[src/rtl/lieat_ifu_bpu_bht.sv]
// Branch history table: 2-bit saturating counters indexed by PC, with a one-cycle
// registered lookup pipe (stall hold, flush kill), same-cycle update bypass and perf counters.
module lieat_ifu_bpu_bht #(
    parameter int XLEN  = 32,
    parameter int IDX_W = 6,
    parameter int CNT_W = 32
) (
    input  logic             clock,
    input  logic             reset,

    input  logic             ifu_req_valid,
    input  logic [XLEN-1:0]  ifu_req_pc,
    input  logic [XLEN-1:0]  ifu_req_imm,
    input  logic             ifu_req_bxx,
    input  logic             ifu_stall,
    input  logic             ifu_flush,

    output logic             ifu_rsp_valid,
    output logic             ifu_rsp_taken,
    output logic [XLEN-1:0]  ifu_rsp_pc,
    output logic [IDX_W-1:0] ifu_rsp_index,

    input  logic             upd_en,
    input  logic [IDX_W-1:0] upd_index,
    input  logic             upd_res,

    output logic [CNT_W-1:0] perf_upd_cnt,
    output logic [CNT_W-1:0] perf_flush_cnt
);

    localparam int DEPTH = 1 << IDX_W;

    typedef enum logic [1:0] {
        CNT_STRONG_NT = 2'b00,
        CNT_WEAK_NT   = 2'b01,
        CNT_WEAK_T    = 2'b10,
        CNT_STRONG_T  = 2'b11
    } cnt_e;

    cnt_e              cnt_q [DEPTH];
    cnt_e              cnt_d [DEPTH];
    cnt_e              cnt_upd;

    logic [IDX_W-1:0]  lk_idx;
    cnt_e              lk_cnt;
    logic              lk_taken;
    logic [XLEN-1:0]   lk_npc;

    logic              rsp_valid_q, rsp_valid_d;
    logic              rsp_taken_q, rsp_taken_d;
    logic [XLEN-1:0]   rsp_pc_q,    rsp_pc_d;
    logic [IDX_W-1:0]  rsp_index_q, rsp_index_d;

    logic [CNT_W-1:0]  upd_cnt_q,   upd_cnt_d;
    logic [CNT_W-1:0]  flush_cnt_q, flush_cnt_d;

    // Saturating step of the counter being resolved this cycle.
    always_comb begin
        cnt_upd = cnt_q[upd_index];
        if (upd_res) begin
            if (cnt_q[upd_index] != CNT_STRONG_T) begin
                cnt_upd = cnt_e'(cnt_q[upd_index] + 2'd1);
            end
        end else begin
            if (cnt_q[upd_index] != CNT_STRONG_NT) begin
                cnt_upd = cnt_e'(cnt_q[upd_index] - 2'd1);
            end
        end
    end

    always_comb begin
        cnt_d = cnt_q;
        if (upd_en) begin
            cnt_d[upd_index] = cnt_upd;
        end
    end

    // NOTE: the table is a register array, not a RAM, because every entry must
    // return to weakly-not-taken on reset; the loop below resets all entries.
    always_ff @(posedge clock or negedge reset) begin
        if (!reset) begin
            for (int i = 0; i < DEPTH; i++) begin
                cnt_q[i] <= CNT_WEAK_NT;
            end
        end else begin
            cnt_q <= cnt_d;
        end
    end

    // Lookup sees the post-update value when it collides with this cycle's update.
    always_comb begin
        lk_idx   = ifu_req_pc[IDX_W+1:2];
        lk_cnt   = (upd_en && (upd_index == lk_idx)) ? cnt_upd : cnt_q[lk_idx];
        lk_taken = ifu_req_bxx & lk_cnt[1];
        lk_npc   = ifu_req_pc + (lk_taken ? ifu_req_imm : XLEN'(4));
    end

    always_comb begin
        rsp_valid_d = rsp_valid_q;
        rsp_taken_d = rsp_taken_q;
        rsp_pc_d    = rsp_pc_q;
        rsp_index_d = rsp_index_q;
        if (ifu_flush) begin
            rsp_valid_d = 1'b0;
        end else if (!ifu_stall) begin
            rsp_valid_d = ifu_req_valid;
            if (ifu_req_valid) begin
                rsp_taken_d = lk_taken;
                rsp_pc_d    = lk_npc;
                rsp_index_d = lk_idx;
            end
        end
    end

    always_comb begin
        upd_cnt_d   = upd_cnt_q   + (upd_en    ? CNT_W'(1) : CNT_W'(0));
        flush_cnt_d = flush_cnt_q + (ifu_flush ? CNT_W'(1) : CNT_W'(0));
    end

    // NOTE: state registers use non-blocking assignments so every flop samples
    // the pre-edge value of its inputs, independent of block ordering.
    always_ff @(posedge clock or negedge reset) begin
        if (!reset) begin
            rsp_valid_q <= 1'b0;
            rsp_taken_q <= 1'b0;
            rsp_pc_q    <= '0;
            rsp_index_q <= '0;
            upd_cnt_q   <= '0;
            flush_cnt_q <= '0;
        end else begin
            rsp_valid_q <= rsp_valid_d;
            rsp_taken_q <= rsp_taken_d;
            rsp_pc_q    <= rsp_pc_d;
            rsp_index_q <= rsp_index_d;
            upd_cnt_q   <= upd_cnt_d;
            flush_cnt_q <= flush_cnt_d;
        end
    end

    assign ifu_rsp_valid  = rsp_valid_q;
    assign ifu_rsp_taken  = rsp_taken_q;
    assign ifu_rsp_pc     = rsp_pc_q;
    assign ifu_rsp_index  = rsp_index_q;
    assign perf_upd_cnt   = upd_cnt_q;
    assign perf_flush_cnt = flush_cnt_q;

endmodule
[config.mk]
export PLATFORM = sky130hd
export DESIGN_NAME = lieat_ifu_bpu_bht
export DESIGN_NICKNAME = d
export VERILOG_FILES = /design/src/rtl/lieat_ifu_bpu_bht.sv
export SDC_FILE = /design/constraint.sdc
export NUM_CORES = 1
export LEC_CHECK = 0
export ABC_AREA = 1
export BUFFER_PORTS_ARGS = -buffer_cell sky130_fd_sc_hd__buf_2
export CAP_MARGIN = 10
export CORE_MARGIN = 4
export CORE_UTILIZATION = 55
export CTS_CLUSTER_DIAMETER = 100
export DETAILED_ROUTE_END_ITERATION = 10
export PLACE_DENSITY = 0.77
export SLEW_MARGIN = 30
export SYNTH_ARGS = -nofsm -noshare
export SYNTH_HDL_FRONTEND = slang
export SYNTH_SLANG_ARGS = --single-unit
[constraint.sdc]
create_clock -name clock -period 10.1 [get_ports clock]
set_clock_uncertainty 0.2 [all_clocks]
set_input_delay 3.03 -clock clock [delete_from_list [all_inputs] [get_ports clock]]
set_output_delay 3.03 -clock clock [all_outputs]
set_load 0.005 [all_outputs]
### Yosys cells after proc, flatten, opt, wreduce, memory -nomap -nowiden

Cells that the tools add are included.

| word-level totals | value |
|---|---|
| flip-flop bits (word level) | 232 |
| input port bits | 78 |
| output and inout bits | 104 |
| logic and storage cells | 108 |

| operators by class | value |
|---|---|
| $add $sub $neg | 5 |
| order comparisons | 3 |
| equality and inequality tests | 3 |
| muxes and demuxes | 18 |
| bitwise logic cells | 5 |
| reductions and logical operators | 4 |

Operators with widths:

| kind | number |
|---|---|
| $bwmux W128 | 1 |
| $add A32 B1 Y32 | 2 |
| $add A32 B32 Y32 | 1 |
| $mux W32 | 1 |
| $bmux W2 S6 | 2 |
| $mux W2 | 9 |
| $ge A7 B7 Y1 const B | 2 |
| $not A6 Y7 | 2 |
| $demux W2 S6 | 1 |
| $lt A7 B1 Y1 const B | 1 |
| $eq A6 B6 Y1 | 1 |
| $mux W1 | 4 |
| $reduce_and A3 Y1 | 1 |
| $add A2 B1 Y2 const B | 1 |
| $logic_and A1 B1 Y1 | 2 |
| $ne A2 B1 Y1 const B | 1 |
| $ne A2 B2 Y1 const B | 1 |
| $not A1 Y1 | 2 |
| $reduce_bool A2 Y1 | 1 |
| $sub A2 B1 Y2 const B | 1 |
| $and A1 B1 Y1 | 1 |

### Depth between registers and ports, before layout

| depth | value |
|---|---|
| depth in word-level cells | 11 |
| depth in mapped cells | 37 |
| mapped depth without buffers | 34 |

### Worst setup path after synthesis

No wires, ideal clock.

| timing path | value |
|---|---|
| path kind | input to register |
| start | input upd_index[0] |
| end | register rsp_pc_q[24] (netlist: ifu_rsp_pc[24]) |
| library setup time | 0.118 ns |
| arrival | 6.495 ns |
| data required time | 9.782 ns |
| path slack | 3.287 ns |
| cell stages on the path | 31 |
| path buffers | 3 |
| path through | buf_6 -> buf_6 -> or2_2 -> nand3_1 -> nand2_1 -> o21ai_1 -> nand2_1 -> nor2_2 -> nand2_2 -> nand2_1 -> nand2_1 -> nand2_4 -> nand2_2 -> nand2_2 -> buf_6 -> nor2_1 -> ha_1 -> fa_1 -> nand3_1 -> nand3_1 -> nand3_1 -> nand3b_1 -> nand2_1 -> nand2_1 -> a21o_1 -> a21boi_0 -> o21ai_0 -> nand2_1 -> nand3_1 -> nand3_1 -> nand2_1 |

| between the ends | value |
|---|---|
| cells in the longest elaborated chain, start to end | 11 |
| elaborated cells on any way between the ends | 17 |
| classes of those cells | add/sub (3); eq/ne (2); mux (8); bitwise (2); reduce/logical (2) |

Ends and longest elaborated chain:

| what | line | source |
|---|---|---|
| start: declaration | 24 | `input logic [IDX_W-1:0] upd_index,` |
| $not A6 Y7 (not written as such) | - |  |
| $bmux W2 S6 | - |  |
| $mux W2 (not written as such) (2 in a row) | - |  |
| $sub A2 B1 Y2 (tied with other cells) | 66 | `cnt_upd = cnt_e'(cnt_q[upd_index] - 2'd1);` |
| $mux W2, on equally long branches | 65, 61 |  |
| $mux W2 | 60 | `if (upd_res) begin` |
| $mux W2 * | 93 | `lk_cnt = (upd_en && (upd_index == lk_idx)) ? cnt_upd : cnt_q[lk_idx];` |
| $and A1 B1 Y1 * | 94 | `lk_taken = ifu_req_bxx & lk_cnt[1];` |
| $mux W32 * | 95 | `lk_npc = ifu_req_pc + (lk_taken ? ifu_req_imm : XLEN'(4));` |
| $add A32 B32 Y32 * | 95 |  |
| end signal: assignment | 133 | `rsp_pc_q <= rsp_pc_d;` |
| end: declaration | 51 | `logic [XLEN-1:0] rsp_pc_q, rsp_pc_d;` |

Every way passes the cells marked *; elsewhere a longest branch is shown, timed or not. The select of a mux whose other input is x is not followed.
A chain may end at the register's enable or synchronous reset.

### Worst setup path in the final report

| timing path | value |
|---|---|
| start | input upd_index[1] |
| end | register rsp_pc_q[24] (netlist: ifu_rsp_pc[24]) |

The elaborated chain is that of the path after synthesis.

==> metrics.yaml <==
peakVddDrop_mv: 0.142
cap_violations: 0
worst_path_most_repeated_cell: "nand2_1"
hold_class: "reg2reg"
max_stage_delay_ns: 0.69
wl_met1_um: 16900
vias: 12800
path_max_fanout: 32
utilization: 0.641
pwr-share-comb: 0.205
cts_setup_buffers: 0
clockBufferDepth: 3
drt_first_pass_iters: 5
post_drt_wl_per_cell_um: 16.7
drv_slew: 0
hold_viol_final: 0
cp_slowest_cell: "nor2_1"
rsz0062_at_grt: "false"
rows: 57
grt_pass1_vias: 11800
worstPathArrival_ns: 8.37
clock_latency_ns: 0.54
synth_cell_type_count: 50
tritoncts: "done"
yosys-top-cells-area: "dfrtp_1 31%, nand2_1 16%, dfstp_2 12%"
critPathCaptureType: "register"
grt_max_degree: 99
stdcell_area_um2: 15600
cts_hold_buf: 0
core_area_um2: 24200
hpwlAfterDp_um: 27100
crit_start: "upd_index[1]"
drt-initial-drc-count: 1221
synth.avg_cell_area_um2: 7.40
antenna_found_initial: 1
fin_crit_sh: 0.806
cpLargestDelayFamily: "simple AND/OR/NAND/NOR gates"
leakagePower_nw: 8.04
yosysWarnings: 0
final_cell_mix: "580 x nand2_1, 194 x nor2_1, 180 x buf_2"
async_flop_share: 1.00
synth_area_um2: 13500
clock-sinks: 232
netSwitchingPower_mw: 0.877
syn_to_final_growth_pct: 15.0
drt-total-wl_um: 38800
crit_end: "ifu_rsp_pc[24]"
final_layout_size_suffix_gt1_frac: 0.171
synth_nets: 1941
instances_no_fill: 2328
p_total_mw: 2.84
start_util: 0.558
synth-seq-area-share: 0.435
top_layer_used: "met4"
placed_cells: 2279
seq_power_share: 0.434
cts_root_buf: "clkbuf_16"
yosysTopAreaCellShare: 0.311
fin_crit_ns: 8.14
worstMarginPinSlew_ns: 0.947
timing.rr.end: "ifu_rsp_pc[24]"
worst-path-buf-inv: 3
nets: 2097
r2r_start: "cnt_q[124]"
cts-buffers-inserted: 26
ys_ff_latch: 232
pin_count: 182
post_dp_cell_area_um2: 14600
die_w_um: 165
htreeDepth: 1
grt_first_pass_wirelength_um: 61700
cts.reportedPaths.clkPinSlew_ns: 0.07
place_congestion: 0.980
fillers: 2164
p_int_mw: 1.96
relSlewSlack: 0.368
synthFlopType: "dfrtp_1"
reg2reg_slack_ns: 5.22
drc: 0
worstSetupPathType: "in2reg"
power_density_nw_per_um2: 182
final_common_cell: "nand2_1"
post_cts_resized: 0
finalSetupTns_ns: 0
met3_length_um: 2780
numPortBuffers: 181
dieArea_um2: 27200
vias_per_cell: 5.48
track_usage: 0.280
ff2ff_path_depth: 31
status: "completed"
final_antenna_net_count: 0
crit_path_start_kind: "input pin"
die_h_um: 165
syn-instance-count: 1827
yosys.area.top_type: "dfrtp_1"
synth_enable_flop_cells: 0
fmax_ghz: 0.123
power.share.switching: 0.309
path_depth: 32
wl_met2_um: 18000
overflow: 0
crit_required_ns: 10.33
finalSetupViolations: 0
pwr-share-clk: 0.362
## registers in the layout, indices dropped and copies added, names as in the netlist
name / count
cnt_q: 128
ifu_rsp_valid: 1
ifu_rsp_taken: 1
ifu_rsp_index: 6
perf_flush_cnt: 32
ifu_rsp_pc: 32
perf_upd_cnt: 32
## routing by layer
metal	GRT usage	vias to the layer above
li1	-	6145
met1	0.403	6017
met2	0.445	516
met3	0.0379	82
met4	0.0843	0
met5	0	-
## worst min-delay path by stage
stage | start | cells after the start | endpoint
6_report | perf_upd_cnt[31] | 1 | perf_upd_cnt[31]
5_1_grt | perf_upd_cnt[31] | 1 | perf_upd_cnt[31]
4_1_cts | perf_upd_cnt[31] | 1 | perf_upd_cnt[31]
3_5_place_dp | perf_upd_cnt[31] | 1 | perf_upd_cnt[31]
3_3_place_gp | perf_upd_cnt[31] | 1 | perf_upd_cnt[31]
2_1_floorplan | cnt_q[72] | 2 | cnt_q[72]
## synthesized netlist by cell type, types with 2 or more instances
cell,instances
nand2_1,580
nor2_1,194
nor2_4,5
a21oi_1,118
nand3_2,2
dfrtp_1,168
buf_6,7
nor3b_1,2
nand4_1,12
inv_2,5
nor3_2,8
a21o_1,2
nor2_2,2
inv_1,179
o22ai_1,3
a221oi_1,3
nand3_1,112
o21a_1,3
nor3_1,15
o21ai_1,12
buf_2,33
or2_1,2
clkinv_1,2
o211ai_1,5
a31oi_1,12
or2_2,9
xor2_1,40
and3_1,2
nand3b_1,4
xnor2_1,36
ha_1,35
clkbuf_1,17
o21bai_1,2
nor4_1,9
nand2_2,5
nand2_4,3
o21ai_0,101
dfstp_2,64
buf_1,3
## power groups by stage
| stage | logic, mW | clock network [mW] | registers, mW |
|---|---|---|---|
| 2_1_floorplan | 0.369 | 0 | 1.21 |
| 3_3_place_gp | 0.561 | 0 | 1.23 |
| 3_5_place_dp | 0.575 | 0 | 1.24 |
| 4_1_cts | 0.578 | 1.04 | 1.23 |
| 5_1_grt | 0.656 | 1.08 | 1.24 |
| 6_report | 0.580 | 1.03 | 1.23 |
## worst reg2reg max path: cells and delay by family (launching register included)
kind                     cells  cell delay, ns
AND/OR/NAND/NOR             27            2.95
adder cells (fa/ha/maj)      1            0.34
flip-flops                   1            0.52
AO/OA/AOI/OAI                3            0.78
## through the flow
| step | hold WS [ns] | setup slack, ns |
|---|---|---|
| after floorplan | 0.251 | 3.29 |
| after global placement | 0.255 | 1.73 |
| after detailed placement | 0.256 | 1.59 |
| after CTS | 0.268 | 2.14 |
| after global routing | 0.292 | 1.37 |
| final | 0.263 | 1.96 |
## logic make-up (layout without fill, tap and decap cells)
| group | count (synthesis) | in the layout | synth area share |
|---|---|---|---|
| other | 0 | 1 | 0 |
| and+or+nand+nor | 969 | 969 | 0.301 |
| adders and majority gates | 36 | 36 | 0.0339 |
| AOI/OAI and AO/OA | 267 | 267 | 0.105 |
| buffers and inverters | 247 | 423 | 0.0758 |
| xor gates and xnor gates | 76 | 76 | 0.0492 |
| DFF | 232 | 232 | 0.435 |
## cell type report
cell class | instances | area, um2 | area share
diodes | 1 | 2.50 | 0.000161
clock buffers | 38 | 766 | 0.0492
repair buffers | 189 | 980 | 0.0630
flip-flops and latches | 232 | 5890 | 0.378
clock inverters | 10 | 173 | 0.0111
multi-input cells | 1348 | 6650 | 0.427
inverters | 186 | 698 | 0.0449
well taps | 324 | 405 | 0.0261
Power figures use the tool's default switching activity.
